### src/rtl/fpu_pkg.sv
// Shared FPU types and constants: IEEE single layout, special encodings and the
// per-stage record that flows through the pipelined adder.
package fpu_pkg;

    localparam int EXP_W   = 8;
    localparam int MAN_W   = 23;
    localparam int BIAS    = 127;
    localparam int TAG_MAX = 16;
    localparam int SIG_W   = MAN_W + 4;
    localparam int EXPX_W  = EXP_W + 2;
    localparam int LZC_W   = $clog2(SIG_W + 1);

    localparam logic [31:0] CANON_NAN = 32'h7FC00000;
    localparam logic [31:0] POS_INF   = 32'h7F800000;
    localparam logic [31:0] NEG_INF   = 32'hFF800000;

    typedef struct packed {
        logic             sign;
        logic [EXP_W-1:0] exp;
        logic [MAN_W-1:0] man;
    } fp32_t;

    // Significands are {hidden, fraction, guard, round, sticky}; sticky lives in bit 0.
    typedef struct packed {
        logic                     valid;
        logic [TAG_MAX-1:0]       tag;
        logic                     sign;
        logic signed [EXPX_W-1:0] exp;
        logic [SIG_W-1:0]         mant;
        logic [SIG_W-1:0]         mant_b;
        logic                     eff_sub;
        logic                     zero_sign;
        logic                     inv;
        logic                     inf;
    } stage_t;

endpackage

### src/rtl/fpu_lzc.sv
// Combinational leading-zero counter; an all-zero input returns W.
module fpu_lzc #(
    parameter int W  = 27,
    parameter int CW = $clog2(W + 1)
) (
    input  logic [W-1:0]  value,
    output logic [CW-1:0] count
);

    // Ascending scan: the last hit is the most significant set bit.
    always_comb begin
        count = CW'(W);
        for (int i = 0; i < W; i++) begin
            if (value[i]) count = CW'(W - 1 - i);
        end
    end

endmodule

### src/rtl/fadd_pipe.sv
// Stallable pipelined IEEE-754 single-precision adder/subtractor with tag passthrough.
// Phases: align, magnitude add, normalise, round/pack; NSTAGE picks the register cuts.
module fadd_pipe
    import fpu_pkg::*;
#(
    parameter int NSTAGE = 3,
    parameter int TAG_W  = 5
) (
    input  logic             clk,
    input  logic             rst,
    input  logic             in_valid,
    output logic             in_ready,
    input  logic [31:0]      x1,
    input  logic [31:0]      x2,
    input  logic             sub,
    input  logic [TAG_W-1:0] in_tag,
    output logic             out_valid,
    input  logic             out_ready,
    output logic [31:0]      y,
    output logic [TAG_W-1:0] out_tag,
    output logic             ovf,
    output logic             unf,
    output logic             inv
);

    // Handshake: a transfer occurs on any edge with valid && ready on that side. A held
    // output (out_valid && !out_ready) freezes every stage, so in_ready is just !stall.
    logic stall;
    assign stall    = out_valid && !out_ready;
    assign in_ready = !stall;

    stage_t r1, c1, r2, c2, r3, c3;

    fp32_t             op_a, op_b, op_hi, op_lo;
    logic              swap, nan_a, nan_b, inf_a, inf_b;
    logic [EXP_W-1:0]  shift;
    logic [SIG_W-1:0]  m_hi, m_lo, lost_mask;

    always_comb begin
        op_a      = x1;
        op_b      = x2;
        op_b.sign = x2[31] ^ sub;
        nan_a     = (op_a.exp == '1) && (op_a.man != '0);
        nan_b     = (op_b.exp == '1) && (op_b.man != '0);
        inf_a     = (op_a.exp == '1) && (op_a.man == '0);
        inf_b     = (op_b.exp == '1) && (op_b.man == '0);
        swap      = {op_b.exp, op_b.man} > {op_a.exp, op_a.man};
        op_hi     = swap ? op_b : op_a;
        op_lo     = swap ? op_a : op_b;
        // Denormal inputs carry no hidden bit and are treated as signed zero.
        m_hi      = (op_hi.exp == '0) ? '0 : {1'b1, op_hi.man, 3'b000};
        m_lo      = (op_lo.exp == '0) ? '0 : {1'b1, op_lo.man, 3'b000};
        shift     = op_hi.exp - op_lo.exp;
        lost_mask = ~({SIG_W{1'b1}} << shift);

        r1           = '0;
        r1.valid     = in_valid;
        r1.tag       = TAG_MAX'(in_tag);
        r1.sign      = op_hi.sign;
        r1.exp       = {2'b00, op_hi.exp};
        r1.mant      = m_hi;
        r1.mant_b    = (m_lo >> shift) | {{(SIG_W-1){1'b0}}, |(m_lo & lost_mask)};
        r1.eff_sub   = op_hi.sign ^ op_lo.sign;
        r1.zero_sign = op_a.sign & op_b.sign;
        r1.inv       = nan_a | nan_b | (inf_a & inf_b & (op_a.sign ^ op_b.sign));
        r1.inf       = inf_a | inf_b;
    end

    logic [SIG_W:0] sum;

    always_comb begin
        r2  = c1;
        sum = c1.eff_sub ? ({1'b0, c1.mant} - {1'b0, c1.mant_b})
                         : ({1'b0, c1.mant} + {1'b0, c1.mant_b});
        if (sum[SIG_W]) begin
            r2.mant = {sum[SIG_W:2], sum[1] | sum[0]};
            r2.exp  = c1.exp + EXPX_W'(1);
        end else begin
            r2.mant = sum[SIG_W-1:0];
        end
        r2.mant_b = '0;
    end

    logic [LZC_W-1:0] lz;

    fpu_lzc #(.W(SIG_W), .CW(LZC_W)) u_lzc (
        .value (c2.mant),
        .count (lz)
    );

    always_comb begin
        r3      = c2;
        r3.mant = c2.mant << lz;
        r3.exp  = c2.exp - EXPX_W'(lz);
    end

    logic [MAN_W:0]           rnd;
    logic                     round_up;
    logic signed [EXPX_W-1:0] exp_r;
    logic [31:0]              y_n;
    logic                     ovf_n, unf_n, inv_n;

    always_comb begin
        round_up = c3.mant[2] & (c3.mant[1] | c3.mant[0] | c3.mant[3]);
        rnd      = {1'b0, c3.mant[SIG_W-2:3]} + {{MAN_W{1'b0}}, round_up};
        exp_r    = c3.exp + EXPX_W'(rnd[MAN_W]);
        y_n      = {c3.sign, exp_r[EXP_W-1:0], rnd[MAN_W-1:0]};
        ovf_n    = 1'b0;
        unf_n    = 1'b0;
        inv_n    = 1'b0;
        if (c3.inv) begin
            y_n   = CANON_NAN;
            inv_n = 1'b1;
        end else if (c3.inf) begin
            y_n = c3.sign ? NEG_INF : POS_INF;
        end else if (c3.mant == '0) begin
            y_n = {c3.zero_sign, 31'b0};
        end else if (exp_r >= EXPX_W'(255)) begin
            y_n   = c3.sign ? NEG_INF : POS_INF;
            ovf_n = 1'b1;
        end else if (exp_r < EXPX_W'(1)) begin
            y_n   = {c3.sign, 31'b0};
            unf_n = 1'b1;
        end
    end

    generate
        if (NSTAGE >= 3) begin : g_cut1
            always_ff @(posedge clk) begin
                if (rst)         c1 <= '0;
                else if (!stall) c1 <= r1;
            end
        end else begin : g_pass1
            assign c1 = r1;
        end

        if (NSTAGE >= 2) begin : g_cut2
            always_ff @(posedge clk) begin
                if (rst)         c2 <= '0;
                else if (!stall) c2 <= r2;
            end
        end else begin : g_pass2
            assign c2 = r2;
        end

        if (NSTAGE >= 4) begin : g_cut3
            always_ff @(posedge clk) begin
                if (rst)         c3 <= '0;
                else if (!stall) c3 <= r3;
            end
        end else begin : g_pass3
            assign c3 = r3;
        end
    endgenerate

    always_ff @(posedge clk) begin
        if (rst) begin
            out_valid <= 1'b0;
            y         <= '0;
            out_tag   <= '0;
            ovf       <= 1'b0;
            unf       <= 1'b0;
            inv       <= 1'b0;
        end else if (!stall) begin
            out_valid <= c3.valid;
            y         <= y_n;
            out_tag   <= c3.tag[TAG_W-1:0];
            ovf       <= ovf_n;
            unf       <= unf_n;
            inv       <= inv_n;
        end
    end

endmodule
### config.mk
export PLATFORM = sky130hd
export DESIGN_NAME = fadd_pipe
export DESIGN_NICKNAME = d
export VERILOG_FILES = /design/src/rtl/fpu_pkg.sv /design/src/rtl/fpu_lzc.sv /design/src/rtl/fadd_pipe.sv
export SDC_FILE = /design/constraint.sdc
export NUM_CORES = 1
export LEC_CHECK = 0
export ABC_CLOCK_PERIOD_IN_PS = 8300
export CORE_UTILIZATION = 60
export DETAILED_ROUTE_END_ITERATION = 10
export PLACE_DENSITY = 0.81
export SLEW_MARGIN = 25
export SYNTH_ARGS = -nofsm -noshare
export SYNTH_HDL_FRONTEND = slang
export SYNTH_SLANG_ARGS = --single-unit
### constraint.sdc
create_clock -name clk -period 8.3 [get_ports clk]
set_input_delay 1.66 -clock clk [delete_from_list [all_inputs] [get_ports clk]]
set_output_delay 1.66 -clock clk [all_outputs]
set_load 0.05 [all_outputs]
# Yosys cells after proc, flatten, opt, wreduce, memory -nomap -nowiden
# Index checks and enable logic that the tools add are counted.
[totals] reg_bits=161 in_bits=74 out_inout_bits=42
[op_classes] n_addsub=7 n_lt_le_gt_ge=3 n_eq_ne=2 shift=3 muxes=50 bitwise=16 reduce_logical=15
[ops] operator="$mux W32" n=7
[ops] operator="$mux W27" n=3
[ops] operator="$mux W5" n=16
[ops] operator="$logic_not A23 Y1" n=2
[ops] operator="$reduce_bool A23 Y1" n=2
[ops] operator="$mux W4" n=8
[ops] operator="$gt A31 B31 Y1" n=1
[ops] operator="$mux W31" n=1
[ops] operator="$add A27 B27 Y28" n=1
[ops] operator="$mux W28" n=1
[ops] operator="$sub A27 B27 Y28" n=1
[ops] operator="$and A27 B27 Y27" n=1
[ops] operator="$logic_not A27 Y1" n=1
[ops] operator="$not A27 Y27" n=1
[ops] operator="$or A27 B1 Y27" n=1
[ops] operator="$reduce_or A27 Y1" n=1
[ops] operator="$shl A27 B5 Y27" n=1
[ops] operator="$shl A27 B8 Y27 const A" n=1
[ops] operator="$shr A27 B8 Y27" n=1
[ops] operator="$add A23 B1 Y24" n=1
[ops] operator="$eq A8 B8 Y1 const B" n=2
[ops] operator="$logic_not A8 Y1" n=2
[ops] operator="$mux W1" n=11
[ops] operator="$add A10 B1 Y10" n=1
[ops] operator="12 further kinds" n=28

# Depth between registers and ports, before layout
# Gate-level depths: netlist of run 1.
[depth] word_depth=39 depth_mapped=33 depth_no_buf=31

# Cells and area by module
# A second synthesis of run 1 with hierarchy kept.
[unflattened] hier_cells=1977 hier_area_um2=14357.5
[by_module_without_submodules] module="fadd_pipe" n_inst=1 cells_per_inst=1926 area_each_um2=14079.8 seq_area_each_um2=3143.0
[by_module_without_submodules] module="fpu_lzc" n_inst=1 cells_per_inst=51 area_each_um2=277.8 seq_area_each_um2=0.0

# Worst setup path after synthesis of run 1
# Ideal clock, no wire load.
[synth_timing] kind="register -> register" startpoint="register c2[36] in the netlist's numbering" endpoint="register y[12]" setup_time_ps=60 arrival_ps=6489 path_slack_ps=1751 stages_incl_launch_ff=33 period_less_slack_ps=6549 path_cell_list="dfxtp_1 > buf_2 > nor2_1 > o31ai_1 > a211oi_1 > o311ai_2 > a21oi_2 > clkinv_2 > buf_6 > mux2i_1 > mux2i_2 > o211ai_1 > a2111oi_4 > nand4b_2 > nor2_1 > nand3_1 > ha_1 > inv_1 > ha_1 > fa_1 > a21o_1 > a21oi_1 > o21bai_1 > a21oi_1 > o21ai_0 > xnor2_1 > o21a_1 > a21oi_1 > nor2b_1 > nor4_2 > nor2b_1 > buf_2 > a22o_1"
[synth_via] elab_chain_len=34
[synth_lines] element="from (decl)" line_no="fadd_pipe.sv:32" source="stage_t r1, c1, r2, c2, r3, c3;"
[synth_lines] element="from (signal assigned)" line_no="fadd_pipe.sv:140" source="else if (!stall) c2 <= r2;"
[synth_lines] element="$mux W4 (6 in series)" line_no="fpu_lzc.sv:14" source="if (value[i]) count = CW'(W - 1 - i);"
[synth_lines] element="$mux W5 (16 in series)" line_no="fpu_lzc.sv:14"
[synth_lines] element="$shl A27 B5 Y27" line_no="fadd_pipe.sv:93" source="r3.mant = c2.mant << lz;"
[synth_lines] element="$or A1 B1 Y1 (2 in series)" line_no="fadd_pipe.sv:104" source="round_up = c3.mant[2] & (c3.mant[1] | c3.mant[0] | c3.mant[3]);"
[synth_lines] element="$and A1 B1 Y1" line_no="fadd_pipe.sv:104"
[synth_lines] element="$add A23 B1 Y24" line_no="fadd_pipe.sv:105" source="rnd = {1'b0, c3.mant[SIG_W-2:3]} + {{MAN_W{1'b0}}, round_up};"
[synth_lines] element="$add A10 B1 Y10" line_no="fadd_pipe.sv:106" source="exp_r = c3.exp + EXPX_W'(rnd[MAN_W]);"
[synth_lines] element="$lt A10 B2 Y1" line_no="fadd_pipe.sv:121" source="end else if (exp_r < EXPX_W'(1)) begin"
[synth_lines] element="$mux W31" line_no="fadd_pipe.sv:121"
[synth_lines] element="$mux W32" line_no="fadd_pipe.sv:118" source="end else if (exp_r >= EXPX_W'(255)) begin"
[synth_lines] element="$mux W32 (*)" line_no="fadd_pipe.sv:116" source="end else if (c3.mant == '0) begin"
[synth_lines] element="$mux W32 (*)" line_no="fadd_pipe.sv:114" source="end else if (c3.inf) begin"
[synth_lines] element="$mux W32 (*)" line_no="fadd_pipe.sv:111" source="if (c3.inv) begin"
[synth_lines] element="to (signal assigned)" line_no="fadd_pipe.sv:166" source="y <= y_n;"
[synth_lines] element="to (decl)" line_no="fadd_pipe.sv:19" source="output logic [31:0] y,"
# Every way passes the cells marked *; elsewhere a longest branch is shown, timed or not.
# A chain may end at the register's enable or synchronous reset.

# Worst setup path after layout of run 1
[layout_timing] startpoint="register c2[46] in the netlist's numbering" endpoint="register y[0]"
[layout_via] elab_chain_len=24
[layout_lines] element="$mux W5 (12 in series)" line_no="fpu_lzc.sv:14"
[layout_lines] element="$shl A27 B5 Y27" line_no="fadd_pipe.sv:93"
[layout_lines] element="$or A1 B1 Y1 (2 in series)" line_no="fadd_pipe.sv:104"
[layout_lines] element="$and A1 B1 Y1" line_no="fadd_pipe.sv:104"
[layout_lines] element="$add A23 B1 Y24" line_no="fadd_pipe.sv:105"
[layout_lines] element="$add A10 B1 Y10" line_no="fadd_pipe.sv:106"
[layout_lines] element="$lt A10 B2 Y1" line_no="fadd_pipe.sv:121"
[layout_lines] element="$mux W31" line_no="fadd_pipe.sv:121"
[layout_lines] element="$mux W32" line_no="fadd_pipe.sv:118"
[layout_lines] element="$mux W32 (*)" line_no="fadd_pipe.sv:116"
[layout_lines] element="$mux W32 (*)" line_no="fadd_pipe.sv:114"
[layout_lines] element="$mux W32 (*)" line_no="fadd_pipe.sv:111"
# Marks and branches as above.

==> results_dict.tcl, run 1 <==
set metrics [dict create \
    hold_violations 0 \
    drt_iter0_markers 1728 \
    max_freq_ghz 0.129 \
    grt_usage_pct 41.8 \
    rsz0062_at_grt "false" \
    min_to "c1[69]$_SDFFE_PP0N_" \
    coreArea_um2 23700 \
    ant_nets 0 \
    holdCritStartpoint "c1[69]$_SDFFE_PP0N_" \
    critPathLaunchType "flop" \
    port_buffers 115 \
    grt_max_degree 92 \
    routedWlPerCell_um 21.7 \
    seq_power_share_pct 17.6 \
    switching_share_pct 54.2 \
    drv_cap 0 \
    cts-root-buf "clkbuf_16" \
    fin_nets 2201 \
    reg2reg_depth 31 \
    antenna_found_initial 0 \
    io_pins 116 \
    final_common_cell "nand2_1" \
    clk_latency_ns 0.45 \
    synthFlopType "dfxtp_1" \
    hold_depth 2 \
    crit_arrival_ns 8.07 \
    clock_power_share_pct 12.5 \
    cp_slowest_cell "or4_1" \
    cts_buffer_depth 2 \
    route.detailed.drc 0 \
    r2r_end "y[0]$_SDFFE_PP0N_" \
    setup_tns_ns 0 \
    hpwl_mm 39.5 \
    ys_seq_elements 157 \
    ir_worst_vdd_mv 0.203 \
    critical_path_class "reg -> reg" \
    cpPeakStageDelay_ns 0.57 \
    final_cell_mix "255 x nand2_1, 244 x nor2_1, 196 x a21oi_1" \
    r2r_slack_ns 0.53 \
    routabilityCongestion 1.02 \
    drt_first_pass_iters 7 \
    min_period_ns 7.77 \
    p_switching_mw 3.44 \
    p_leak_nw 6.61 \
    syn_avg_cell_area_um2 7.28 \
    cp_data_required_time_ns 8.61 \
    crit_family "simple AND/OR/NAND/NOR gates" \
    p_int_mw 2.90 \
    hold_class "reg -> reg" \
    endpoint_kind "flop" \
    r2r_start "c2[46]$_SDFFE_PP0N_" \
    outcome "completed" \
    crit_fanout 12 \
    netlist_area_um2 14600 \
    yosys_warnings 0 \
    crit_buf_inv 3 \
    grt_pass1_wl_mm 81.1 \
    htree_num_levels 4 \
    routed_wl_mm 51.8 \
    setup_viol 0 \
    clock_sinks 157 \
    postSynthCellCount 2011 \
    die_w_um 158 \
    dpl_worst_slack_ns 0.567 \
    report.power.total_mw 6.34 \
    p_per_area_nw_per_um2 385 \
    vias 16085 \
    gr-total-overflow 0 \
    synth_edf_count 0 \
    crit_top_cell "nor2_1" \
    num_rows 56 \
    drive_above_1_share_pct 7.22 \
    finClkSkew_ns 0.0134 \
    syn_nets 2161 \
    cts_hold_buf 0 \
    area_growth_pct 12.5 \
    vias_per_cell 6.75 \
    final_max_slew_viol_count 0 \
    seq_area_frac_synth_pct 21.5 \
    die_height_um 158 \
    first_global_vias 15232 \
    async_reset_ff_share_pct 0 \
    cp.depth 31 \
    die-area_um2 25000 \
    final_util_pct 69.5 \
    yosysUniqueCellTypes 108 \
    p_comb_share_pct 69.8 \
    cts_tree "done" \
    fin_ws_ns 0.533 \
    relSlewSlack_pct 31.4 \
    tightest_slew_ns 1.02 \
    postCtsSetupRepairBufs 0 \
    start_util_pct 61.8 \
    antenna_cells 0 \
    finalCritPeriodShare_pct 93.6 \
    cts_buffers 17 \
    cts.clk_slew.worst_paths_ns 0.08 \
]
## cells by family (layout without fill, tap and decap cells)
group	count (synthesis)	count (layout)	share of synthesized area, %
AOI/OAI and AO/OA	609	609	28.4
xor gates and xnor gates	92	92	5.56
and+or+nand+nor	776	776	25.0
DFF	157	157	21.5
buffers and inverters	214	267	6.32
muxes	86	86	6.67
adders and majority gates	77	77	6.62
## final cells by class
type | count | area (um2)
clock buffer | 17 | 425
multi-input combinational | 1640 | 10600
fill | 2032 | 7210
sequential | 157 | 3140
tap | 319 | 399
timing repair buffer | 148 | 1410
clock inverter | 15 | 165
inverter | 87 | 328
## repair_timing
item	in CTS	in global routing
hold endpoints to repair	0	0
resized for setup	0	1
setup endpoints to repair	0	13
## power by group through the flow
stage | logic [mW] | registers (mW) | clock network [mW]
after global routing | 4.74 | 1.14 | 0.822
after detailed placement | 4.29 | 1.13 | 0
final | 4.43 | 1.12 | 0.793
after floorplan | 3.01 | 1.22 | 0
after global placement | 4.27 | 1.12 | 0
after CTS | 4.33 | 1.11 | 0.790
## worst register-to-register path: cells and delay by family, from the launching register on
family                     cells  cell delay (ns)
adders and majority gates      3             0.88
DFF                            1             0.51
xor gates and xnor gates       1             0.16
muxes                          1             0.25
and+or+nand+nor               12             2.69
buffers and inverters          3             0.47
AOI/OAI and AO/OA             11             2.66
## cell usage after synthesis (10+ instances only)
cell	number	area, um2
a211oi_1	38	285
a21o_1	16	120
a21oi_1	196	981
a22o_1	18	158
a22oi_1	27	203
a311oi_1	16	140
a31oi_1	15	93.8
and3_1	17	106
buf_1	10	37.5
buf_2	27	135
clkbuf_1	75	282
dfxtp_1	157	3140
ha_1	75	938
inv_1	82	308
mux2_2	11	124
mux2i_1	65	651
nand2_1	255	957
nand2b_1	13	81.3
nand3_1	37	185
nand4_1	19	119
nor2_1	245	920
nor2b_1	12	75.1
nor3_1	68	340
nor4_1	36	225
o211ai_1	19	143
o21a_1	10	75.1
o21ai_0	92	460
o21ai_1	11	55.1
o22ai_1	15	93.8
or3_1	12	75.1
xnor2_1	57	499
xor2_1	34	298
## layer usage
metal,routed length [um],track usage (%)
met1,19100,46.6
met3,3810,6.13
met4,4330,33.1
met5,0,0
met2,24600,71.3
## how the worst max path moves through the flow
stage	to	slack, ns	start
floorplan	y[12]$_SDFFE_PP0N_	1.75	c2[36]$_SDFFE_PP0N_
global placement	y[10]$_SDFFE_PP0N_	0.75	c2[46]$_SDFFE_PP0N_
detailed placement	y[10]$_SDFFE_PP0N_	0.57	c2[52]$_SDFFE_PP0N_
CTS	y[10]$_SDFFE_PP0N_	0.48	c2[52]$_SDFFE_PP0N_
global route	y[10]$_SDFFE_PP0N_	0.06	c2[52]$_SDFFE_PP0N_
finish	y[0]$_SDFFE_PP0N_	0.53	c2[46]$_SDFFE_PP0N_
## sequential cells by signal, summed over array words and instances (netlist names)
| name | count |
|---|---|
| unf | 1 |
| out_valid | 1 |
| c2 | 46 |
| inv | 1 |
| ovf | 1 |
| out_tag | 5 |
| y | 32 |
| c1 | 70 |
## through the flow
stage	std cells	hold slack (ns)	instance area, um2
floorplan	2011	0.431	14600
global placement	2351	0.438	15900
detailed placement	2351	0.445	15900
CTS	2383	0.454	16500
global route	2383	0.474	16500
finish	2383	0.453	16500
Power figures use the tool's default switching activity.
==> run 2: changes to the inputs <==
- SKIP_LAST_GASP: default -> 1
==> results of run 2 <==
Final layout, timing and power as in run 1 (identical DEF).
